`src/rtl/sync_1101_tx.sv`:
```
// Serial frame transmitter: 1101 preamble, MSB-first payload, optional even parity (PARITY_EN), one gap bit.
// All outputs are registered and decoded from the next state so each bit appears the cycle after its edge.
module sync_1101_tx #(
  parameter int PAYLOAD_W = 8
) (
  input  logic                 clk,
  input  logic                 reset,
  input  logic                 start,
  input  logic [PAYLOAD_W-1:0] data_in,
  output logic                 x_out,
  output logic                 busy,
  output logic                 done
);

  localparam int CNT_W = $clog2(PAYLOAD_W + 1);
  localparam logic [CNT_W-1:0] LAST_BIT = CNT_W'(PAYLOAD_W - 1);
  localparam logic [3:0] PREAMBLE = 4'b1101;

  typedef enum logic [2:0] {
    IDLE = 3'd0,
    SYNC = 3'd1,
    DATA = 3'd2,
`ifdef PARITY_EN
    PAR  = 3'd3,
`endif
    GAP  = 3'd4
  } state_t;

  state_t               state, state_next;
  logic [CNT_W-1:0]     bit_cnt, bit_cnt_next;
  logic [1:0]           sync_cnt, sync_cnt_next;
  logic [PAYLOAD_W-1:0] shift_reg, shift_next;
  logic                 x_next, busy_next, done_next;
`ifdef PARITY_EN
  logic                 parity_bit, parity_next;
`endif

  always_ff @(posedge clk) begin
    if (reset) begin
      state     <= IDLE;
      bit_cnt   <= '0;
      sync_cnt  <= '0;
      shift_reg <= '0;
      x_out     <= 1'b0;
      busy      <= 1'b0;
      done      <= 1'b0;
`ifdef PARITY_EN
      parity_bit <= 1'b0;
`endif
    end else begin
      state     <= state_next;
      bit_cnt   <= bit_cnt_next;
      sync_cnt  <= sync_cnt_next;
      shift_reg <= shift_next;
      x_out     <= x_next;
      busy      <= busy_next;
      done      <= done_next;
`ifdef PARITY_EN
      parity_bit <= parity_next;
`endif
    end
  end

  always_comb begin
    state_next    = state;
    bit_cnt_next  = bit_cnt;
    sync_cnt_next = sync_cnt;
    shift_next    = shift_reg;
`ifdef PARITY_EN
    parity_next   = parity_bit;
`endif
    case (state)
      IDLE: begin
        if (start) begin
          state_next    = SYNC;
          shift_next    = data_in;
          bit_cnt_next  = '0;
          sync_cnt_next = '0;
`ifdef PARITY_EN
          parity_next   = ^data_in;
`endif
        end
      end
      SYNC: begin
        if (sync_cnt == 2'd3) begin
          state_next   = DATA;
          bit_cnt_next = '0;
        end else begin
          sync_cnt_next = sync_cnt + 2'd1;
        end
      end
      DATA: begin
        if (bit_cnt == LAST_BIT) begin
`ifdef PARITY_EN
          state_next = PAR;
`else
          state_next = GAP;
`endif
        end else begin
          bit_cnt_next = bit_cnt + CNT_W'(1);
          shift_next   = shift_reg << 1;
        end
      end
`ifdef PARITY_EN
      PAR:     state_next = GAP;
`endif
      GAP:     state_next = IDLE;
      default: state_next = IDLE;
    endcase
  end

  // Output values belong to the state being entered, so they line up with it once registered.
  always_comb begin
    x_next    = 1'b0;
    busy_next = (state_next != IDLE);
    done_next = 1'b0;
    case (state_next)
      SYNC: x_next = PREAMBLE[~sync_cnt_next];
      DATA: x_next = shift_next[PAYLOAD_W-1];
`ifdef PARITY_EN
      PAR:  x_next = parity_next;
`endif
      GAP:  done_next = 1'b1;
      default: x_next = 1'b0;
    endcase
  end

endmodule

```
`config.mk`:
```
export PLATFORM = sky130hd
export DESIGN_NAME = sync_1101_tx
export DESIGN_NICKNAME = d
export VERILOG_FILES = /design/src/rtl/sync_1101_tx.sv
export SDC_FILE = /design/constraint.sdc
export NUM_CORES = 1
export LEC_CHECK = 0
export ABC_AREA = 1
export CAP_MARGIN = 15
export CELL_PAD_IN_SITES_DETAIL_PLACEMENT = 0
export CELL_PAD_IN_SITES_GLOBAL_PLACEMENT = 1
export CORE_MARGIN = 2
export CORE_UTILIZATION = 38
export CTS_CLUSTER_DIAMETER = 80
export CTS_CLUSTER_SIZE = 14
export DETAILED_ROUTE_END_ITERATION = 8
export PLACE_DENSITY_LB_ADDON = 0.25
export SYNTH_ARGS = -nofsm -noshare
export SYNTH_HDL_FRONTEND = slang
export SYNTH_SLANG_ARGS = --single-unit
```
`constraint.sdc`:
```
create_clock -name clk -period 1.41 [get_ports clk]
set_input_delay 0.3525 -clock clk [delete_from_list [all_inputs] [get_ports clk]]
set_output_delay 0.3525 -clock clk [all_outputs]
set_load 0.01 [all_outputs]
```
==> metrics, run 1 <==
First DRT Iteration DRCs=12; Pre-antenna DRT Iters=6; Skew-Pair Late Insertion Delay=0.30 ns; Worst Setup Start Kind=flip-flop; commonest non-fill, non-tap cell in the layout=nand2_1; fin. max-slew vios=0; Worst-Margin Slew=0.245 ns; static leakage=between 0.5 and 0.6 nW; drt drc=0; largest cells by area after synthesis=dfxtp_1, nand2_1, a21oi_1; ANT nets after route=0; area of the core=roughly 2500 um2; first-pass GRT wire length=approximately 3.6 mm; Req. time, crit path=~1.7 ns; final hold vios=0; number of nets in the layout=163; crit path max fanout=7; vias post-DR=approximately 860; total grt overflow=0; max cap viols=0; cell taking the most area after synthesis=dfxtp_1; clock skew=0.00909 ns; vias in the first global route=877; initial core utilization=0.405; clock sink count=20; port bufs=13; Worst VDD drop=0.000458 V; RSZ-0062 raised after global routing=false; ant diodes=0; die height=roughly 56 um; wire per inst=between 10 and 15 um; worst hold path type=flip-flop to flip-flop; pin count of the biggest net entering global routing=17; Post-synth EDFFs=0; Peak Freq=between 0.7 and 0.8 GHz; Largest stage delay, worst path=approximately 0.36 ns; Post-CTS Hold Buffers=0; DP HPWL=between 1.5 and 2 mm; syn nets=144; Post-Syn Area=1020 um2; GPL Wtd Cong=0.719; Crit path buffers/inverters=1; layout cells sized above 1=0.253; fin crit share=0.908; GR Util All Layers=0.143; top_reg_cell synth=dfxtp_1; via/cell ratio=4.80; sequential area share after synthesis=0.392; Die ar.=3120 um2; Synth top area share=0.392; Yosys cell types=25; slew margin rel.=0.836; ys async rst share=0; row count=18; total power density per cell area=1030 nW/um2; CP Capture Type=flip-flop; CTS tree=yes; status=completed; CTS Buf Count=3; Clock Tree Buf Depth=2; CP Data Arrival Time=around 1.5 ns; synth warn=0; most frequent cells in the layout=nand2_1, dfxtp_1, inv_1; worst hold slack=roughly 0.47 ns; Total Neg Setup Slack=0 ns; Post-DP Area=about 1200 um2; crit path cell chain=ha_2 -> nand3_2 -> clkinv_2 -> nor2_8 -> nor2_8 -> nand2_1 -> a21oi_1; CTS Root Cell=clkbuf_4; Syn-to-layout area delta=24.2%; critical path type=flip-flop to flip-flop; most frequent cell on the critical path=nor2_8; initial antenna violation count=0; Worst-path clk slew=between 0.1 and 0.15 ns; Place WS=-0.152 ns; H-tree depth=1; WL final=between 2 and 2.5 mm; post-synthesis register bit count=20; die width=around 56 um; Ports=14; final core occ=0.503; final worst-path setup slack=~0.13 ns; post-layout min period=about 1.3 ns; slowest CP cell=dfxtp_2; Setup Viol. Count Final=0; fin area=approximately 1300 um2; Mapped Avg Cell Area=slightly below 8 um2; number of flip-flops under the largest register name=8; Syn Inst Count=~130; critical path's top delay family=simple AND/OR/NAND/NOR gates
-- cell families (layout without fill, tap and decap cells) --
kind of cell	Yosys count	count (layout)	synth area share
simple gates	68	68	0.356
compound gates	21	21	0.147
buf+inv	21	39	0.0844
flops	20	20	0.392
fa+ha+maj	1	1	0.0122
xor+xnor	1	1	0.00857
-- tightest hold or removal path: cells and delay by family (launching register included) --
kind,cells,cell delay (ns)
AOI/OAI and AO/OA,1,0.05
DFF,1,0.33
and+or+nand+nor,1,0.06
-- what timing repair did --
action	CTS	global route
setup endpoints to repair	3	11
resized for setup	3	3
hold endpoints to repair	0	0
setup buffers	0	0
-- cell usage after synthesis (2+ instances only) --
library cell  number
a22oi_1            6
nand2_2            4
inv_2              5
nand4_1            2
nand2_4            2
inv_1             12
nor2_8             2
nand3_2            3
dfxtp_1           20
a21oi_1           10
nand3_1            8
nor2_2             3
a21oi_2            3
nor2_1             7
nand2_1           35
-- layer usage --
layer | part of all wire | track usage | vias up
met3 | 0.020 | 0.0209 | 2
met4 | 0.0075 | 0.0544 | 0
li1 | - | - | 458
met5 | 0 | 0 | -
met1 | 0.47 | 0.184 | 397
met2 | 0.50 | 0.241 | 7
-- metrics by stage --
step | total power, mW | instances
after floorplan | 0.767 | 132
after global placement | 0.845 | 176
after detailed placement | 0.850 | 176
after CTS | 1.33 | 180
after global routing | 1.38 | 180
final | 1.30 | 180
-- cell type report --
class,count,area (um2)
Clock buffer,3,22.5
Inverter,19,77.6
Tap cell,30,37.5
Fill cell,254,1250
Multi-Input combinational cell,91,538
Clock inverter,1,30.0
Sequential cell,20,403
Timing Repair Buffer,16,161
-- where the power goes --
group          leakage (nW)  internal (mW)  switching [mW]
clock network        0.0279          0.287           0.183
registers             0.165          0.597          0.0194
logic                 0.339          0.100           0.117
total                 0.532          0.985           0.319
-- final timing paths --
| path | from | end | slack, ns | cells past startpoint |
|---|---|---|---|---|
| min | shift_reg[0]$_SDFFE_PP0P_ | shift_reg[0]$_SDFFE_PP0P_ | 0.47 | 2 |
| max reg2reg | bit_cnt[0]$_SDFFE_PP0P_ | shift_reg[3]$_SDFFE_PP0P_ | 0.13 | 7 |
| max | bit_cnt[0]$_SDFFE_PP0P_ | shift_reg[3]$_SDFFE_PP0P_ | 0.13 | 7 |
| min reg2reg | shift_reg[0]$_SDFFE_PP0P_ | shift_reg[0]$_SDFFE_PP0P_ | 0.47 | 2 |
(Power assumes the default switching activity.)
==> run 2: changes to the inputs <==
Settings changed: CORE_UTILIZATION 38 to 32.
==> run 2 against run 1 <==
Combinational power is essentially flat. First-iteration DRC count grew to 2.7 times the previous value. Cell count rose by 8.9%. Critical path depth did not move. Register-to-register slack barely moved. Sequential power is essentially flat. Die area is 17% higher. Sequential share of layout area decreased by 0.86 points. Largest cell class unchanged. Highest routed layer unchanged.
==> metrics, run 2 (same netlist as run 1, synthesis figures left out) <==
clock sink count=20 (unchanged); final core occ=0.426 (was 0.503); max cap viols=0 (unchanged); initial antenna violation count=0 (unchanged); GR Util All Layers=0.126 (was 0.143); die width=60.5 um (was 55.9 um); Worst-path clk slew=0.12 ns (about the same); met1 track demand over resource=0.162 (was 0.184); Crit path buffers/inverters=1 (unchanged); H-tree depth=1 (unchanged); Pre-antenna DRT Iters=4 (was 6); GRT met2 Usage=0.205 (was 0.241); fin area=1300 um2 (was 1270 um2); ANT nets after route=0 (unchanged); reg2reg start=bit_cnt[0]$_SDFFE_PP0P_ (unchanged); critical path's top delay family=simple AND/OR/NAND/NOR gates (unchanged); Die ar.=3660 um2 (was 3120 um2); fin. max-slew vios=0 (unchanged); r2r setup slk=0.12 ns (was 0.13 ns); CTS Root Cell=clkbuf_4 (unchanged); pin count of the biggest net entering global routing=14 (was 17); Hold Path Origin=shift_reg[2]$_SDFFE_PP0P_ (was shift_reg[0]$_SDFFE_PP0P_); port bufs=13 (unchanged); die height=60.5 um (was 55.9 um); First DRT Iteration DRCs=32 (was 12); Worst VDD drop=0.000362 V (was 0.000458 V); Worst-Margin Slew=0.222 ns (was 0.245 ns); layout cells sized above 1=0.257 (was 0.253); slew margin rel.=0.852 (was 0.836); drt drc=0 (unchanged); DP HPWL=1.60 mm (was 1.57 mm); area of the core=3050 um2 (was 2520 um2); number of nets in the layout=165 (was 163); RSZ-0062 raised after global routing=false (unchanged); first-pass GRT wire length=3.39 mm (was 3.63 mm); Post-CTS Hold Buffers=0 (unchanged); WL final=2.00 mm (was 2.01 mm); Req. time, crit path=1.65 ns (about the same); Clock Tree Buf Depth=2 (unchanged); CP Data Arrival Time=1.53 ns (was 1.52 ns); wire per inst=10.2 um (was 11.2 um); hold path cells=2 (unchanged); initial core utilization=0.335 (was 0.405); most frequent cell on the critical path=nor2_8 (unchanged); grt peak-use layer=met2 (unchanged); Syn-to-layout area delta=27.3% (was 24.2%); R2R depth=7 (unchanged); crit path max fanout=7 (unchanged); vias post-DR=845 (was 864); CTS tree=yes (unchanged); Ports=14 (unchanged); Post-DP Area=1250 um2 (was 1220 um2); slowest CP cell=dfxtp_1 (was dfxtp_2); total grt overflow=0 (unchanged); Peak Freq=0.774 GHz (was 0.781 GHz); hold path endpoint=shift_reg[2]$_SDFFE_PP0P_ (was shift_reg[0]$_SDFFE_PP0P_); status=completed (unchanged); Setup Viol. Count Final=0 (unchanged); via/cell ratio=4.31 (was 4.80); CP Capture Type=flip-flop (unchanged); row count=20 (was 18); clock skew=0.00281 ns (was 0.00909 ns); r2r endpoint=shift_reg[4]$_SDFFE_PP0P_ (was shift_reg[3]$_SDFFE_PP0P_); worst hold path type=flip-flop to flip-flop (unchanged); commonest non-fill, non-tap cell in the layout=nand2_1 (unchanged); Worst Setup Start Kind=flip-flop (unchanged); fin crit share=0.916 (was 0.908); Largest stage delay, worst path=0.37 ns (was 0.36 ns); GPL Wtd Cong=0.706 (was 0.719); static leakage=0.541 nW (was 0.532 nW); crit path cell chain=ha_2 -> nand3_2 -> clkinv_2 -> nor2_8 -> nor2_8 -> nand2_1 -> a21oi_1 (unchanged); grt met3 use=0.0256 (was 0.0209); total power draw=1.31 mW (was 1.30 mW); most frequent cells in the layout=nand2_1, dfxtp_1, inv_1 (unchanged); CTS Buf Count=3 (unchanged); ant diodes=0 (unchanged); Skew-Pair Late Insertion Delay=0.30 ns (about the same); post-layout min period=1.29 ns (was 1.28 ns); final hold vios=0 (unchanged); number of flip-flops under the largest register name=8 (unchanged); total power density per cell area=1010 nW/um2 (was 1030 nW/um2); critical path type=flip-flop to flip-flop (unchanged); vias in the first global route=828 (was 877)
-- run 2: cell count changes in the layout (fill, tap and decap cells not counted) --
cell / before / now
dfxtp_2: 2 / 1
dfxtp_1: 18 / 19
buf_4: 2 / 4
-- run 2: cell type report --
type                            instances  area (um2)
Multi-Input combinational cell         91         538
Inverter                               19        77.6
Fill cell                             321        1750
Sequential cell                        20         402
Clock buffer                            3        22.5
Clock inverter                          1        30.0
Tap cell                               44        55.1
Timing Repair Buffer                   18         176
-- run 2: worst max path at each step --
| stage | startpoint | to | slack, ns | cells past startpoint |
|---|---|---|---|---|
| floorplan | bit_cnt[0]$_SDFFE_PP0P_ | bit_cnt[1]$_SDFFE_PP0P_ | 0.19 | 8 |
| global placement | start | x_out$_SDFF_PP0_ | -0.11 | 8 |
| detailed placement | start | shift_reg[4]$_SDFFE_PP0P_ | -0.12 | 6 |
| CTS | bit_cnt[1]$_SDFFE_PP0P_ | shift_reg[4]$_SDFFE_PP0P_ | 0.07 | 7 |
| global route | state[0]$_SDFF_PP0_ | x_out$_SDFF_PP0_ | 0.007 | 7 |
| finish | bit_cnt[0]$_SDFFE_PP0P_ | shift_reg[4]$_SDFFE_PP0P_ | 0.12 | 7 |
-- run 2: per-stage QoR --
stage          std cells  hold WS (ns)  setup WS, ns  TNS (ns)
6_report             196         0.466         0.118         0
4_1_cts              196         0.471        0.0717         0
2_1_floorplan        132         0.439         0.192         0
3_3_place_gp         192         0.450        -0.113     -1.14
3_5_place_dp         192         0.453        -0.121     -1.31
5_1_grt              196         0.493       0.00740         0
-- run 2: what timing repair did --
action / CTS / global route
resized for setup: 3 / 2
setup buffers: 0 / 0
endpoints found under the setup margin: 3 / 10
gates cloned: 0 / 0
-- run 2: per-layer routing --
layer / part of all wire / up-vias
li1: - / 462
met1: 0.50 / 368
met2: 0.46 / 13
met3: 0.032 / 2
met4: 0.0075 / 0
met5: 0 / -
-- run 2: worst min-delay path: cells and delay by family, from the launching register on --
| kind | cells | cell delay [ns] |
|---|---|---|
| flops | 1 | 0.33 |
| simple gates | 1 | 0.06 |
| compound gates | 1 | 0.05 |
-- run 2: report_power, final --
part | switching, mW | leakage (nW) | internal (mW) | total [mW]
Clock | 0.185 | 0.0279 | 0.287 | 0.472
Sequential | 0.0197 | 0.164 | 0.597 | 0.617
Combinational | 0.116 | 0.349 | 0.104 | 0.220
==> run 3: changes to the inputs <==
Settings changed: CTS_CLUSTER_DIAMETER 80 to 150.
==> results of run 3 <==
Final layout, timing and power as in run 2 (identical DEF).
